===== src/rtl/encoder_pkg.sv =====
`default_nettype none
// ============================================================================
// Module  : encoder_pkg
// Brief   : Shared constants and FSM state type for the 4-to-2 sequential encoder.
// Revision: 1.0
// ============================================================================
package encoder_pkg;

  localparam int NUM_LINES = 4;
  localparam int IDX_W     = 2;

  // Round-robin pointer value after reset; the search starts at line 0.
  localparam logic [IDX_W-1:0] PTR_RESET = 2'd3;

  typedef enum logic [0:0] {
    IDLE = 1'b0,
    HOLD = 1'b1
  } state_t;

endpackage
`default_nettype wire


===== src/rtl/encoder4to2_pick.sv =====
`default_nettype none
// ============================================================================
// Module  : encoder4to2_pick
// Brief   : Combinational selector over the pending bitmap; fixed priority
//           (highest index wins), or round-robin when ENCODER_RR_EN is defined.
// Revision: 1.0
// ============================================================================
module encoder4to2_pick
  import encoder_pkg::*;
(
  input  logic [NUM_LINES-1:0] pend,
  input  logic [IDX_W-1:0]     ptr,
  output logic [IDX_W-1:0]     idx,
  output logic                 found
);

`ifdef ENCODER_RR_EN
  logic [IDX_W-1:0] w_cand;

  // Walk offsets from far to near so the line nearest after ptr is written last.
  always_comb begin
    idx    = '0;
    found  = 1'b0;
    w_cand = '0;
    for (int k = NUM_LINES; k >= 1; k--) begin
      w_cand = ptr + k[IDX_W-1:0];
      if (pend[w_cand]) begin
        idx   = w_cand;
        found = 1'b1;
      end
    end
  end
`else
  logic w_unused_ptr;
  assign w_unused_ptr = ^ptr;

  always_comb begin
    idx   = '0;
    found = 1'b0;
    for (int i = 0; i < NUM_LINES; i++) begin
      if (pend[i]) begin
        idx   = i[IDX_W-1:0];
        found = 1'b1;
      end
    end
  end
`endif

endmodule
`default_nettype wire


===== src/rtl/encoder4to2_seq.sv =====
`default_nettype none
// ============================================================================
// Module  : encoder4to2_seq
// Brief   : Sequential 4-to-2 encoder: latches request lines into a pending
//           bitmap and presents one code at a time under a valid/ack handshake.
//           Define ENCODER_RR_EN for round-robin selection.
// Revision: 1.0
// ============================================================================
module encoder4to2_seq
  import encoder_pkg::*;
(
  input  logic                 clk,
  input  logic                 rst_n,
  input  logic                 y0,
  input  logic                 y1,
  input  logic                 y2,
  input  logic                 y3,
  input  logic                 en,
  input  logic                 ack,
  output logic                 o0,
  output logic                 o1,
  output logic                 valid,
  output logic [NUM_LINES-1:0] pend
);

  state_t                 r_state;
  state_t                 w_state_nxt;
  logic [NUM_LINES-1:0]   r_pend;
  logic [NUM_LINES-1:0]   w_pend_nxt;
  logic [IDX_W-1:0]       r_code;
  logic [IDX_W-1:0]       w_code_nxt;
  logic [NUM_LINES-1:0]   w_y;
  logic [IDX_W-1:0]       w_ptr;
  logic [IDX_W-1:0]       w_idx;
  logic                   w_found;
  logic                   w_load;

  assign w_y = {y3, y2, y1, y0};

  encoder4to2_pick u_pick (
    .pend  (r_pend),
    .ptr   (w_ptr),
    .idx   (w_idx),
    .found (w_found)
  );

`ifdef ENCODER_RR_EN
  logic [IDX_W-1:0] r_ptr;

  always_ff @(posedge clk or negedge rst_n) begin
    if (!rst_n) begin
      r_ptr <= PTR_RESET;
    end else if (w_load) begin
      r_ptr <= w_idx;
    end
  end

  assign w_ptr = r_ptr;
`else
  assign w_ptr = PTR_RESET;
`endif

  always_ff @(posedge clk or negedge rst_n) begin
    if (!rst_n) begin
      r_state <= IDLE;
      r_pend  <= '0;
      r_code  <= '0;
    end else begin
      r_state <= w_state_nxt;
      r_pend  <= w_pend_nxt;
      r_code  <= w_code_nxt;
    end
  end

  // en=0 freezes loading; an ack in HOLD still retires the presented code.
  always_comb begin
    w_state_nxt = r_state;
    w_pend_nxt  = r_pend;
    w_code_nxt  = r_code;
    w_load      = en && w_found && ((r_state == IDLE) || ack);
    if (w_load) begin
      w_state_nxt        = HOLD;
      w_code_nxt         = w_idx;
      w_pend_nxt[w_idx]  = 1'b0;
    end else if ((r_state == HOLD) && ack) begin
      w_state_nxt = IDLE;
    end
    // Capture after the clear so a re-asserted line stays pending.
    if (en) begin
      w_pend_nxt = w_pend_nxt | w_y;
    end
  end

  assign valid = (r_state == HOLD);
  assign o0    = r_code[1];
  assign o1    = r_code[0];
  assign pend  = r_pend;

endmodule
`default_nettype wire


===== config.mk =====
export PLATFORM = sky130hd
export DESIGN_NAME = encoder4to2_seq
export DESIGN_NICKNAME = d
export VERILOG_FILES = /design/src/rtl/encoder_pkg.sv /design/src/rtl/encoder4to2_pick.sv /design/src/rtl/encoder4to2_seq.sv
export SDC_FILE = /design/constraint.sdc
export NUM_CORES = 1
export LEC_CHECK = 0
export ABC_CLOCK_PERIOD_IN_PS = 2550
export BUFFER_PORTS_ARGS = -buffer_cell sky130_fd_sc_hd__buf_2
export CAP_MARGIN = 20
export CORE_AREA = 2 2 39 41
export DETAILED_ROUTE_END_ITERATION = 10
export DIE_AREA = 0 0 41 43
export SLEW_MARGIN = 20
export SYNTH_ARGS = -nofsm -noshare
export SYNTH_HDL_FRONTEND = slang
export SYNTH_HIERARCHICAL = 1
export SYNTH_SLANG_ARGS = --single-unit
export TNS_END_PERCENT = 50

===== constraint.sdc =====
create_clock -name clk -period 2.55 [get_ports clk]
set_clock_uncertainty 0.1 [all_clocks]
set_input_delay 0.3825 -clock clk [delete_from_list [all_inputs] [get_ports clk]]
set_output_delay 0.3825 -clock clk [all_outputs]
set_load 0.02 [all_outputs]

### After elaboration in Yosys (flattened, before gate mapping)

Index checks and enable logic that the tools add are counted.

* output and inout port bits: 7
* bits in read-only memories: 0
* input bits: 8
* word-level logic and storage cells: 28
* memories kept: 0
* RAM bits: 0
* flip-flop bits (word level): 7
* bits in latches: 0

* reductions and logical operators: 6
* div/mod/pow operators: 0
* eq/ne operators: 0
* shift-type cells: 0
* bitwise gates (word level): 4
* $add $sub $neg: 0
* multiplexer cells: 13
* order comparisons: 2
* multipliers: 0

Operators by type and width (count)
* $mux W1: 8
* $mux W4: 2
* $and A4 B4 Y4: 1
* $logic_and A1 B1 Y1: 4
* $mux W2: 2
* $not A4 Y4: 1
* $or A4 B4 Y4: 1
* $lt A2 B3 Y1 const B: 1
* $demux W1 S2: 1
* $ge A2 B1 Y1 const B: 1
* $reduce_bool A2 Y1: 1
* $logic_or A1 B1 Y1: 1
* $not A1 Y1: 1

### Logic depth before layout (Yosys ltp)

Gate-level depths: netlist of run 1.

* depth in word-level cells: 12
* mapped depth: 5
* gate-level depth less buffers: 5

### Cells and area by module

The synthesis of run 1 kept the hierarchy.

Modules (own cells, without submodules)
* encoder4to2_seq: times used 1, cells each 29, area each 334.1 um^2, sequential area each 175.2 um^2
* encoder4to2_pick: times used 1, cells each 4, area each 23.8 um^2, sequential area each 0.0 um^2

### Least setup slack after synthesis of run 1

No wires, ideal clock.

* path type: register to register
* start point: register r_pend[2], in the netlist pend[2]
* end point: register r_code[0]
* clock period less this slack: 1759 ps
* data required time: 2325 ps
* library setup time: 125 ps
* cell stages (with the launch flop): 6
* path buffers: 0
* path slack: 791 ps
* arrival: 1534 ps
* cells stage by stage: dfrtp_1 or2_1 or3_1 nand2_4 a21oi_4 mux2_4

* cells in the longest elaborated chain, start to end: 4
* elaborated cells on any way between the ends: 6
* classes of those cells: 4 x mux; 2 x reduce/logical

Ends and longest elaborated chain
* from (decl): line encoder4to2_seq.sv:28 `logic [NUM_LINES-1:0] r_pend;`
* from (signal assigned): line encoder4to2_seq.sv:70 `r_pend <= w_pend_nxt;`
* $mux W1 (2 in series): line encoder4to2_pick.sv:41 `if (pend[i]) begin`
* via w_found: line encoder4to2_seq.sv:35 `logic w_found;`
* $logic_and A1 B1 Y1 (2 in series): line encoder4to2_seq.sv:80 `w_load = en && w_found && ((r_state == IDLE) || ack);`
* to (signal assigned): line encoder4to2_seq.sv:71 `r_code <= w_code_nxt;`
* to (decl): line encoder4to2_seq.sv:30 `logic [IDX_W-1:0] r_code;`

The timed path passes the listed nets, and every way through them passes these cells.
A chain may end at the register's enable or synchronous reset.

### Final worst setup path of run 1

Same ends and word-level chain as after synthesis.

==> metrics.md, run 1 <==
| Metric | Value |
|---|---|
| # diodes | 0 |
| Crit path launch type | register |
| Worst slew margin | 0.8480 |
| Worst-path fanout max | 6 |
| Core area | 0.001384 sq mm |
| CP endpoint kind | register |
| Max frequency | 580.1 MHz |
| Max IR drop VDD | 0.3603 mV |
| PortBufs | 14 |
| # DRC | 0 |
| First-pass GRT wire length | 1090 um |
| Cell Count Post-Placement | 61 |
| Met2 global-route usage | 0.09688 |
| Die footprint | 0.001763 sq mm |
| Initial antenna violation count | 0 |
| Worst-Margin Slew | 227.5 ps |
| DP HPWL | 566.4 um |
| Crit Path Category | register to register |
| Vias in the first global route | 236 |
| Syn_nets | 40 |
| Setup TNS | 0 ps |
| Gp weighted congestion | 0.6893 |
| Max Cap Viol | 0 |
| Final period util | 0.6760 |
| Number of CTS-inserted buffers | 3 |
| Die Ht | 43 um |
| Via Count | 296 |
| HP Class | primary input to register |
| Starting Density | 0.2559 |
| Hold Fails Final Rpt | 0 |
| Status | complete, no violations |
| DR WL/cell | 10.65 um |
| Util after Layout | 0.3391 |
| Skew-Pair Late Insertion Delay | 250 ps |
| Worst path required time | 2580 ps |
| Fillers | 151 |
| Nets | 59 |
| RSZ-0062 raised after global routing | no |
| Grt peak-use layer | met1 |
| Largest net degree at the start of global routing | 10 |
| Fin area | 469.2 sq um |
| Syn Area/Cell | 11.07 sq um |
| Detailed router's first-iteration violation count | 3 |
| Final Max Slew Viols | 0 |
| Antenna-violating nets left | 0 |
| Setup violators final | 0 |
| Layout cells sized above 1 | 0.4200 |
| CTS root buf | clkbuf_4 |
| Post-Syn Area | 354.1 sq um |
| Detailed Routing Iterations Pass 1 | 2 |
| Total GRT Usage | 0.09889 |
| PostCTS Resize Cnt | 0 |
| CTS Sinks | 7 |
| TritonCTS clock tree | built |
| Most frequent cells in the layout | buf_2, dfrtp_1, a21oi_1, inv_1, clkbuf_4 |
| Remaining Overflow, GRT | 0 |
| Most common cell after layout, fill and taps aside | buf_2 |
| Via density | 4.485 |
| H-tree depth | 1 |
| Leakage | 0.2163 nW |
| Finished Layout Cells | 66 |
| Num rows | 14 |
| Shortest period the worst path allows | 1724 ps |
| Width of the die | 41 um |
| Syn Inst Count | 32 |
| Post-CTS setup repair buffer count | 0 |
| Met1 Track Usage GR | 0.1503 |
| P&R area growth vs syn | 32.51% |
| Total Wirelength | 703 um |
| IO Count | 15 |
| Clock-pin slew on the worst setup and hold paths | 50 ps |
| M3 GR Usage | 0.06283 |
| CTS max path bufs | 2 |
| Worst Path Arrival | 1750 ps |
| Pwr Density | 973.4 mW/mm^2 |
| YS warnings | 6 |
| Placed cell areas | 432.9 sq um |
## power breakdown
part / switching, W / leakage [nW] / internal, W / total, W
registers: 0.0000277 / 0.0703 / 0.000148 / 0.000175
clock network: 0.0000387 / 0.0150 / 0.0000596 / 0.0000983
logic: 0.000108 / 0.131 / 0.0000754 / 0.000183
## stage by stage
stage               hold slack [ps]  setup WS, ps  power [W]
floorplan                    -13.09         790.7  0.0003008
global placement              124.4         850.3  0.0003583
detailed placement            127.7         838.2  0.0003613
CTS                           241.9         824.8  0.0004649
global route                  270.3         735.9  0.0004944
finish                        248.1         826.1  0.0004567
## state kept, by name (all words and copies together), names as in the netlist
signal and cells:
r_code 2, valid 1, pend 4
## worst max-delay path, stage by stage, from the launching register on
cell and delay [ps]:
dfrtp_1 400, or2_1 290, or3_1 360, nand2_4 100, a21oi_4 50, mux2_4 300
## layer usage
metal	up-vias	share of wire
met2	12	0.38
met3	0	0.083
met1	132	0.54
met4	0	0
li1	152	-
met5	-	0
## timing repair
action,CTS,global route
endpoints found under the hold margin,7,0
endpoints found under the setup margin,0,0
hold buffers,1,0
## final timing paths
path | start | end | slack (ps) | cells after the start
setup / recovery | pend[2]$_DFF_PN0_ | r_code[0]$_DFFE_PN0N_ | 830 | 5
min in group asynchronous | rst_n | pend[2]$_DFF_PN0_ | 400 | 2
max in group asynchronous | rst_n | r_code[0]$_DFFE_PN0N_ | 1790 | 2
setup reg to reg | pend[2]$_DFF_PN0_ | r_code[0]$_DFFE_PN0N_ | 830 | 5
hold reg to reg | r_code[0]$_DFFE_PN0N_ | r_code[0]$_DFFE_PN0N_ | 410 | 1
hold / removal | ack | valid$_DFFE_PN0P_ | 250 | 2
## cell type report
class | instances | area, sq um | share of cell area
flip-flops and latches | 7 | 175.2 | 0.3733
multi-input cells | 20 | 152.6 | 0.3253
repair buffers | 15 | 80.08 | 0.1707
clock buffers | 4 | 26.28 | 0.05600
well taps | 16 | 20.02 | 0.04267
inverters | 4 | 15.01 | 0.03200
No activity file was read; power rests on OpenSTA's default activity.
==> inputs of run 2 (changes only) <==
--- a/config.mk
+++ b/config.mk
@@ -5,7 +5,7 @@
 export SDC_FILE = /design/constraint.sdc
 export NUM_CORES = 1
 export LEC_CHECK = 0
-export ABC_CLOCK_PERIOD_IN_PS = 2550
+export ABC_CLOCK_PERIOD_IN_PS = 1800
 export BUFFER_PORTS_ARGS = -buffer_cell sky130_fd_sc_hd__buf_2
 export CAP_MARGIN = 20
 export CORE_AREA = 2 2 39 41
==> constraint.sdc (replaced) <==
create_clock -name clk -period 1.8 [get_ports clk]
set_clock_uncertainty 0.1 [all_clocks]
set_input_delay 0.27 -clock clk [delete_from_list [all_inputs] [get_ports clk]]
set_output_delay 0.27 -clock clk [all_outputs]
set_load 0.02 [all_outputs]
==> run 2 against run 1 <==
Compared with the run above:
- setup slack got worse by 680 ps
- first-iteration DRC count rose to 4.3 times the previous value
- cell area rose by 1.6%
- sequential share of layout area fell by 0.59 points
- power rose by 45%
- fmax rose by 4.2%
- sequential power rose by 42%
- die area did not move
- via count rose by 4.4%
- critical endpoint is now r_code[1]$_DFFE_PN0N_
==> metrics.md, run 2 (synthesized netlist as in run 1, its figures left out) <==
| Metric | Value |
|---|---|
| Detailed Routing Iterations Pass 1 | 4 (was 2) |
| Worst hold slack | 129.1 ps (was 248.1 ps) |
| Vias in the first global route | 279 (was 236) |
| Largest net degree at the start of global routing | 10 (unchanged) |
| Total Wirelength | 773 um (was 703 um) |
| Util after Layout | 0.3445 (was 0.3391) |
| Max IR drop VDD | 0.5362 mV (was 0.3603 mV) |
| Via density | 4.612 (was 4.485) |
| Most frequent cells in the layout | buf_2, dfrtp_1, a21oi_1, inv_1, clkbuf_4 (unchanged) |
| Fin area | 476.7 sq um (was 469.2 sq um) |
| IO Count | 15 (unchanged) |
| PortBufs | 14 (unchanged) |
| Gp weighted congestion | 0.7414 (was 0.6893) |
| Crit-path cells | or2_1, or3_1, nand2_4, a21oi_4, mux2_4 (unchanged) |
| Core area | 0.001384 sq mm (unchanged) |
| Max frequency | 604.6 MHz (was 580.1 MHz) |
| Antenna-violating nets left | 0 (unchanged) |
| Post-CTS setup repair buffer count | 0 (unchanged) |
| Max reg flops | 4 (unchanged) |
| Status | complete, no violations (unchanged) |
| Worst Path Arrival | 1690 ps (was 1750 ps) |
| Shortest period the worst path allows | 1654 ps (was 1724 ps) |
| Final period util | 0.9189 (was 0.6760) |
| Detailed router's first-iteration violation count | 13 (was 3) |
| Crit path launch type | register (unchanged) |
| Worst slew margin | 0.8392 (was 0.8480) |
| Fillers | 149 (was 151) |
| CTS root buf | clkbuf_4 (unchanged) |
| Number of CTS-inserted buffers | 3 (unchanged) |
| Remaining Overflow, GRT | 0 (unchanged) |
| Top Layer Used | met3 (unchanged) |
| # diodes | 0 (unchanged) |
| TritonCTS clock tree | built (unchanged) |
| Nets | 60 (was 59) |
| Initial antenna violation count | 0 (unchanged) |
| First-pass GRT wire length | 1304 um (was 1090 um) |
| Max Cap Viol | 0 (unchanged) |
| Total GRT Usage | 0.1121 (was 0.09889) |
| Setup TNS | 0 ps (unchanged) |
| Via Count | 309 (was 296) |
| Width of the die | 41 um (unchanged) |
| DR WL/cell | 11.54 um (was 10.65 um) |
| Layout cells sized above 1 | 0.4314 (was 0.4200) |
| Most common cell after layout, fill and taps aside | buf_2 (unchanged) |
| DP HPWL | 593.2 um (was 566.4 um) |
| Clock-pin slew on the worst setup and hold paths | 50 ps (about the same) |
| CTS max path bufs | 2 (unchanged) |
| Critical-path top delay cell | dfrtp_1 (unchanged) |
| Total power | 0.0006643 W (was 0.0004567 W) |
| P&R area growth vs syn | 34.63% (was 32.51%) |
| CTS Sinks | 7 (unchanged) |
| Worst-path fanout max | 6 (unchanged) |
| CP endpoint kind | register (unchanged) |
| Pwr Density | 1394 mW/mm^2 (was 973.4 mW/mm^2) |
| Max incr delay on CP | 390 ps (was 400 ps) |
| Skew-Pair Late Insertion Delay | 250 ps (about the same) |
| # DRC | 0 (unchanged) |
| Met3 WL | 97 um (was 58 um) |
| Worst path required time | 1840 ps (was 2580 ps) |
| Die footprint | 0.001763 sq mm (unchanged) |
| RSZ-0062 raised after global routing | no (unchanged) |
| Worst-Margin Slew | 240.6 ps (was 227.5 ps) |
| Hold Fails Final Rpt | 0 (unchanged) |
| Final Max Slew Viols | 0 (unchanged) |
| Wl on met1 | 350 um (was 377 um) |
| Placed cell areas | 440.4 sq um (was 432.9 sq um) |
| Worst Path Buf+Inv | 0 (unchanged) |
| Die Ht | 43 um (unchanged) |
| CP top delay family | simple AND/OR/NAND/NOR gates (unchanged) |
| Starting Density | 0.2559 (unchanged) |
| Num rows | 14 (unchanged) |
| H-tree depth | 1 (unchanged) |
| Met2 WL | 325 um (was 267 um) |
| Crit Path Category | register to register (unchanged) |
| HP Class | primary input to register (unchanged) |
| Setup violators final | 0 (unchanged) |
| Leakage | 0.2206 nW (was 0.2163 nW) |
[run 2: changes by cell type in the layout (fill, tap and decap cells not counted)]
cell and delta:
buf_4 +1
[run 2: path summary, 6_finish.rpt]
path	startpoint	to	slack (ps)	cells after the start
min in group asynchronous	rst_n	r_code[0]$_DFFE_PN0N_	280	2
max in group asynchronous	rst_n	pend[3]$_DFF_PN0_	1160	2
max reg2reg	pend[2]$_DFF_PN0_	r_code[1]$_DFFE_PN0N_	150	5
min reg2reg	r_code[1]$_DFFE_PN0N_	r_code[1]$_DFFE_PN0N_	410	1
min	ack	valid$_DFFE_PN0P_	130	2
max	pend[2]$_DFF_PN0_	r_code[1]$_DFFE_PN0N_	150	5
[run 2: stage by stage]
stage                     setup slack [ps]  instances
after global routing                 97.15         67
after CTS                            143.7         67
after detailed placement             148.6         62
final                                146.0         67
after floorplan                      40.68         32
after global placement               166.7         62
[run 2: what timing repair did]
action                     4_1_cts  5_1_grt
setup endpoints to repair        0        0
hold endpoints to repair         7        0
gates resized for setup          0        0
hold buffers                     1        0
[run 2: where the power goes]
part           total (W)  internal, W  switching (W)
clock network   0.000143    0.0000846      0.0000584
registers       0.000249     0.000209      0.0000404
logic           0.000272     0.000115       0.000156
[run 2: layer usage]
metal	global-route usage	vias to the layer above
met5	0	-
met4	0.04000	0
met3	0.06283	0
met2	0.1313	14
met1	0.1672	142
li1	-	153
[run 2: layout make-up]
class | instances | area, sq um | area share
multi-input combinational | 20 | 152.6 | 0.3202
timing repair buffer | 16 | 87.58 | 0.1837
inverter | 4 | 15.01 | 0.03150
clock buffer | 4 | 26.28 | 0.05512
sequential | 7 | 175.2 | 0.3675
tap | 16 | 20.02 | 0.04199
==> inputs of run 3 (changes only) <==
--- a/config.mk
+++ b/config.mk
@@ -5,6 +5,7 @@
 export SDC_FILE = /design/constraint.sdc
 export NUM_CORES = 1
 export LEC_CHECK = 0
+export ABC_AREA = 1
 export ABC_CLOCK_PERIOD_IN_PS = 1800
 export BUFFER_PORTS_ARGS = -buffer_cell sky130_fd_sc_hd__buf_2
 export CAP_MARGIN = 20
==> run 3 against run 2 <==
Compared with the run above:
- combinational power down 35%
- utilization increased by 0.72 points
- sequential power shrank 15%
- largest power group is now sequential cells
- largest cell class unchanged
- final cell count rose by 24%
- setup slack improved by 460 ps
- hold slack worse by 9.5 ps
- die area did not move
==> metrics.md, run 3 <==
| Metric | Value |
|---|---|
| Worst-path fanout max | 4 (was 6) |
| # diodes | 0 (unchanged) |
| P&R area growth vs syn | 35.07% (was 34.63%) |
| Starting Density | 0.2604 (was 0.2559) |
| Largest net degree at the start of global routing | 8 (was 10) |
| Worst Path Buf+Inv | 1 (was 0) |
| RSZ-0062 raised after global routing | no (unchanged) |
| TritonCTS clock tree | built (unchanged) |
| Worst slew margin | 0.8928 (was 0.8392) |
| Initial antenna violation count | 0 (unchanged) |
| Gp weighted congestion | 0.7170 (was 0.7414) |
| Shortest period the worst path allows | 1192 ps (was 1654 ps) |
| Most common cell after layout, fill and taps aside | nand2_1 (was buf_2) |
| Pwr Density | 1079 mW/mm^2 (was 1394 mW/mm^2) |
| Setup TNS | 0 ps (unchanged) |
| CTS root buf | clkbuf_4 (unchanged) |
| Leakage | 0.2745 nW (was 0.2206 nW) |
| Die footprint | 0.001763 sq mm (unchanged) |
| Setup violators final | 0 (unchanged) |
| CP endpoint kind | primary output (was register) |
| Detailed router's first-iteration violation count | 4 (was 13) |
| Layout cells sized above 1 | 0.3582 (was 0.4314) |
| Worst-Margin Slew | 160.8 ps (was 240.6 ps) |
| Final worst slack | 608.0 ps (was 146.0 ps) |
| Status | complete, no violations (unchanged) |
| CP top delay family | flip-flops (was simple AND/OR/NAND/NOR gates) |
| Via density | 3.843 (was 4.612) |
| Syn Inst Count | 48 (was 32) |
| Setup WS pre-CTS | 635.3 ps (was 148.6 ps) |
| Total Wirelength | 665 um (was 773 um) |
| Max frequency | 839.0 MHz (was 604.6 MHz) |
| DP HPWL | 550.7 um (was 593.2 um) |
| Most frequent cells in the layout | nand2_1, buf_2, inv_1, dfrtp_1 (was buf_2, dfrtp_1, a21oi_1, inv_1, clkbuf_4) |
| Syn Area/Cell | 7.507 sq um (was 11.07 sq um) |
| HP Class | primary input to register (unchanged) |
| Core area | 0.001384 sq mm (unchanged) |
| Nets | 76 (was 60) |
| Critical-path top delay cell | dfrtp_1 (unchanged) |
| Vias in the first global route | 305 (was 279) |
| Width of the die | 41 um (unchanged) |
| Max IR drop VDD | 0.3670 mV (was 0.5362 mV) |
| Num rows | 14 (unchanged) |
| Detailed Routing Iterations Pass 1 | 2 (was 4) |
| Die Ht | 43 um (unchanged) |
| Syn_nets | 56 (was 40) |
| Crit Path Category | register to primary output (was register to register) |
| Max reg flops | 4 (unchanged) |
| Clock-pin slew on the worst setup and hold paths | 50 ps (about the same) |
| First-pass GRT wire length | 1090 um (was 1304 um) |
| IO Count | 15 (unchanged) |
| Worst Path Arrival | 820 ps (was 1690 ps) |
| Final Max Slew Viols | 0 (unchanged) |
| Total power | 0.0005250 W (was 0.0006643 W) |
| Post-Syn Area | 360.3 sq um (was 354.1 sq um) |
| H-tree depth | 1 (unchanged) |
| PortBufs | 14 (unchanged) |
| YS warnings | 6 (unchanged) |
| CTS max path bufs | 2 (unchanged) |
| Number of CTS-inserted buffers | 3 (unchanged) |
| Final period util | 0.6622 (was 0.9189) |
| Crit path launch type | register (unchanged) |
| DR WL/cell | 8.012 um (was 11.54 um) |
| Crit-path cells | buf_2 (was or2_1, or3_1, nand2_4, a21oi_4, mux2_4) |
| Worst path required time | 1430 ps (was 1840 ps) |
| # DRC | 0 (unchanged) |
| Skew-Pair Late Insertion Delay | 240 ps (was 250 ps) |
| CTS Sinks | 7 (unchanged) |
| Total GRT Usage | 0.09828 (was 0.1121) |
| Remaining Overflow, GRT | 0 (unchanged) |
| Max incr delay on CP | 400 ps (was 390 ps) |
| Via Count | 319 (was 309) |
| Hold Fails Final Rpt | 0 (unchanged) |
| Max Cap Viol | 0 (unchanged) |
| Antenna-violating nets left | 0 (unchanged) |
-- run 3: changes by cell type in the layout (fill, tap and decap cells not counted), moves of 2 or more --
cell / previous run / this run
nand2_1: 2 / 19
a21oi_1: 6 / 0
nand3_1: 0 / 4
nor2_1: 0 / 4
inv_1: 4 / 7
a211oi_1: 2 / 0
a41oi_1: 2 / 0
mux2_4: 2 / 0
nand2_2: 0 / 2
o21ai_2: 0 / 2
-- run 3: routing by layer --
layer,vias to the layer above,track usage,part of all wire
met4,0,0.1000,0
met3,0,0.03141,0.075
met5,-,0,0
li1,179,-,-
met1,129,0.1093,0.46
met2,11,0.1344,0.47
-- run 3: layout make-up --
| class | instances | area [sq um] |
|---|---|---|
| Tap cell | 16 | 20.02 |
| Multi-Input combinational cell | 33 | 153.9 |
| Inverter | 8 | 31.28 |
| Fill cell | 147 | 897.1 |
| Clock buffer | 4 | 26.28 |
| Sequential cell | 7 | 175.2 |
| Timing Repair Buffer | 15 | 80.08 |
-- run 3: worst paths after layout --
check / slack, ps / end / cells after the start / start
hold reg to reg: 380 / r_code[1]$_DFFE_PN0N_ / 2 / r_code[1]$_DFFE_PN0N_
min in group asynchronous: 290 / valid$_DFFE_PN0P_ / 2 / rst_n
setup reg to reg: 630 / pend[1]$_DFF_PN0_ / 8 / pend[2]$_DFF_PN0_
hold / removal: 120 / pend[0]$_DFF_PN0_ / 3 / y0
setup / recovery: 610 / pend[3] / 1 / pend[3]$_DFF_PN0_
max in group asynchronous: 1150 / pend[0]$_DFF_PN0_ / 2 / rst_n
-- run 3: what timing repair did --
| item | in CTS | in global routing |
|---|---|---|
| endpoints found under the hold margin | 7 | 0 |
| setup buffers | 0 | 0 |
| hold buffers | 1 | 0 |
| gates resized for setup | 0 | 0 |
-- run 3: power by group --
group          switching, W  internal, W  leakage [nW]
clock network     0.0000535    0.0000843        0.0150
logic              0.000114    0.0000621         0.186
registers         0.0000241     0.000187        0.0732
total              0.000191     0.000334         0.275
-- run 3: worst min-delay path, stage by stage --
cell and delay (ps):
buf_2 70, nand2_1 40, nand2_1 50
-- run 3: metrics by stage --
stage | util | hold slack (ps) | std cells | cell area (sq um)
after CTS | 0.3517 | 101.8 | 83 | 486.7
final | 0.3517 | 119.5 | 83 | 486.7
after floorplan | - | -125.6 | 48 | 360.3
after global placement | 0.3255 | 9.930 | 78 | 450.4
after global routing | 0.3517 | 120.0 | 83 | 486.7
after detailed placement | 0.3255 | 11.22 | 78 | 450.4
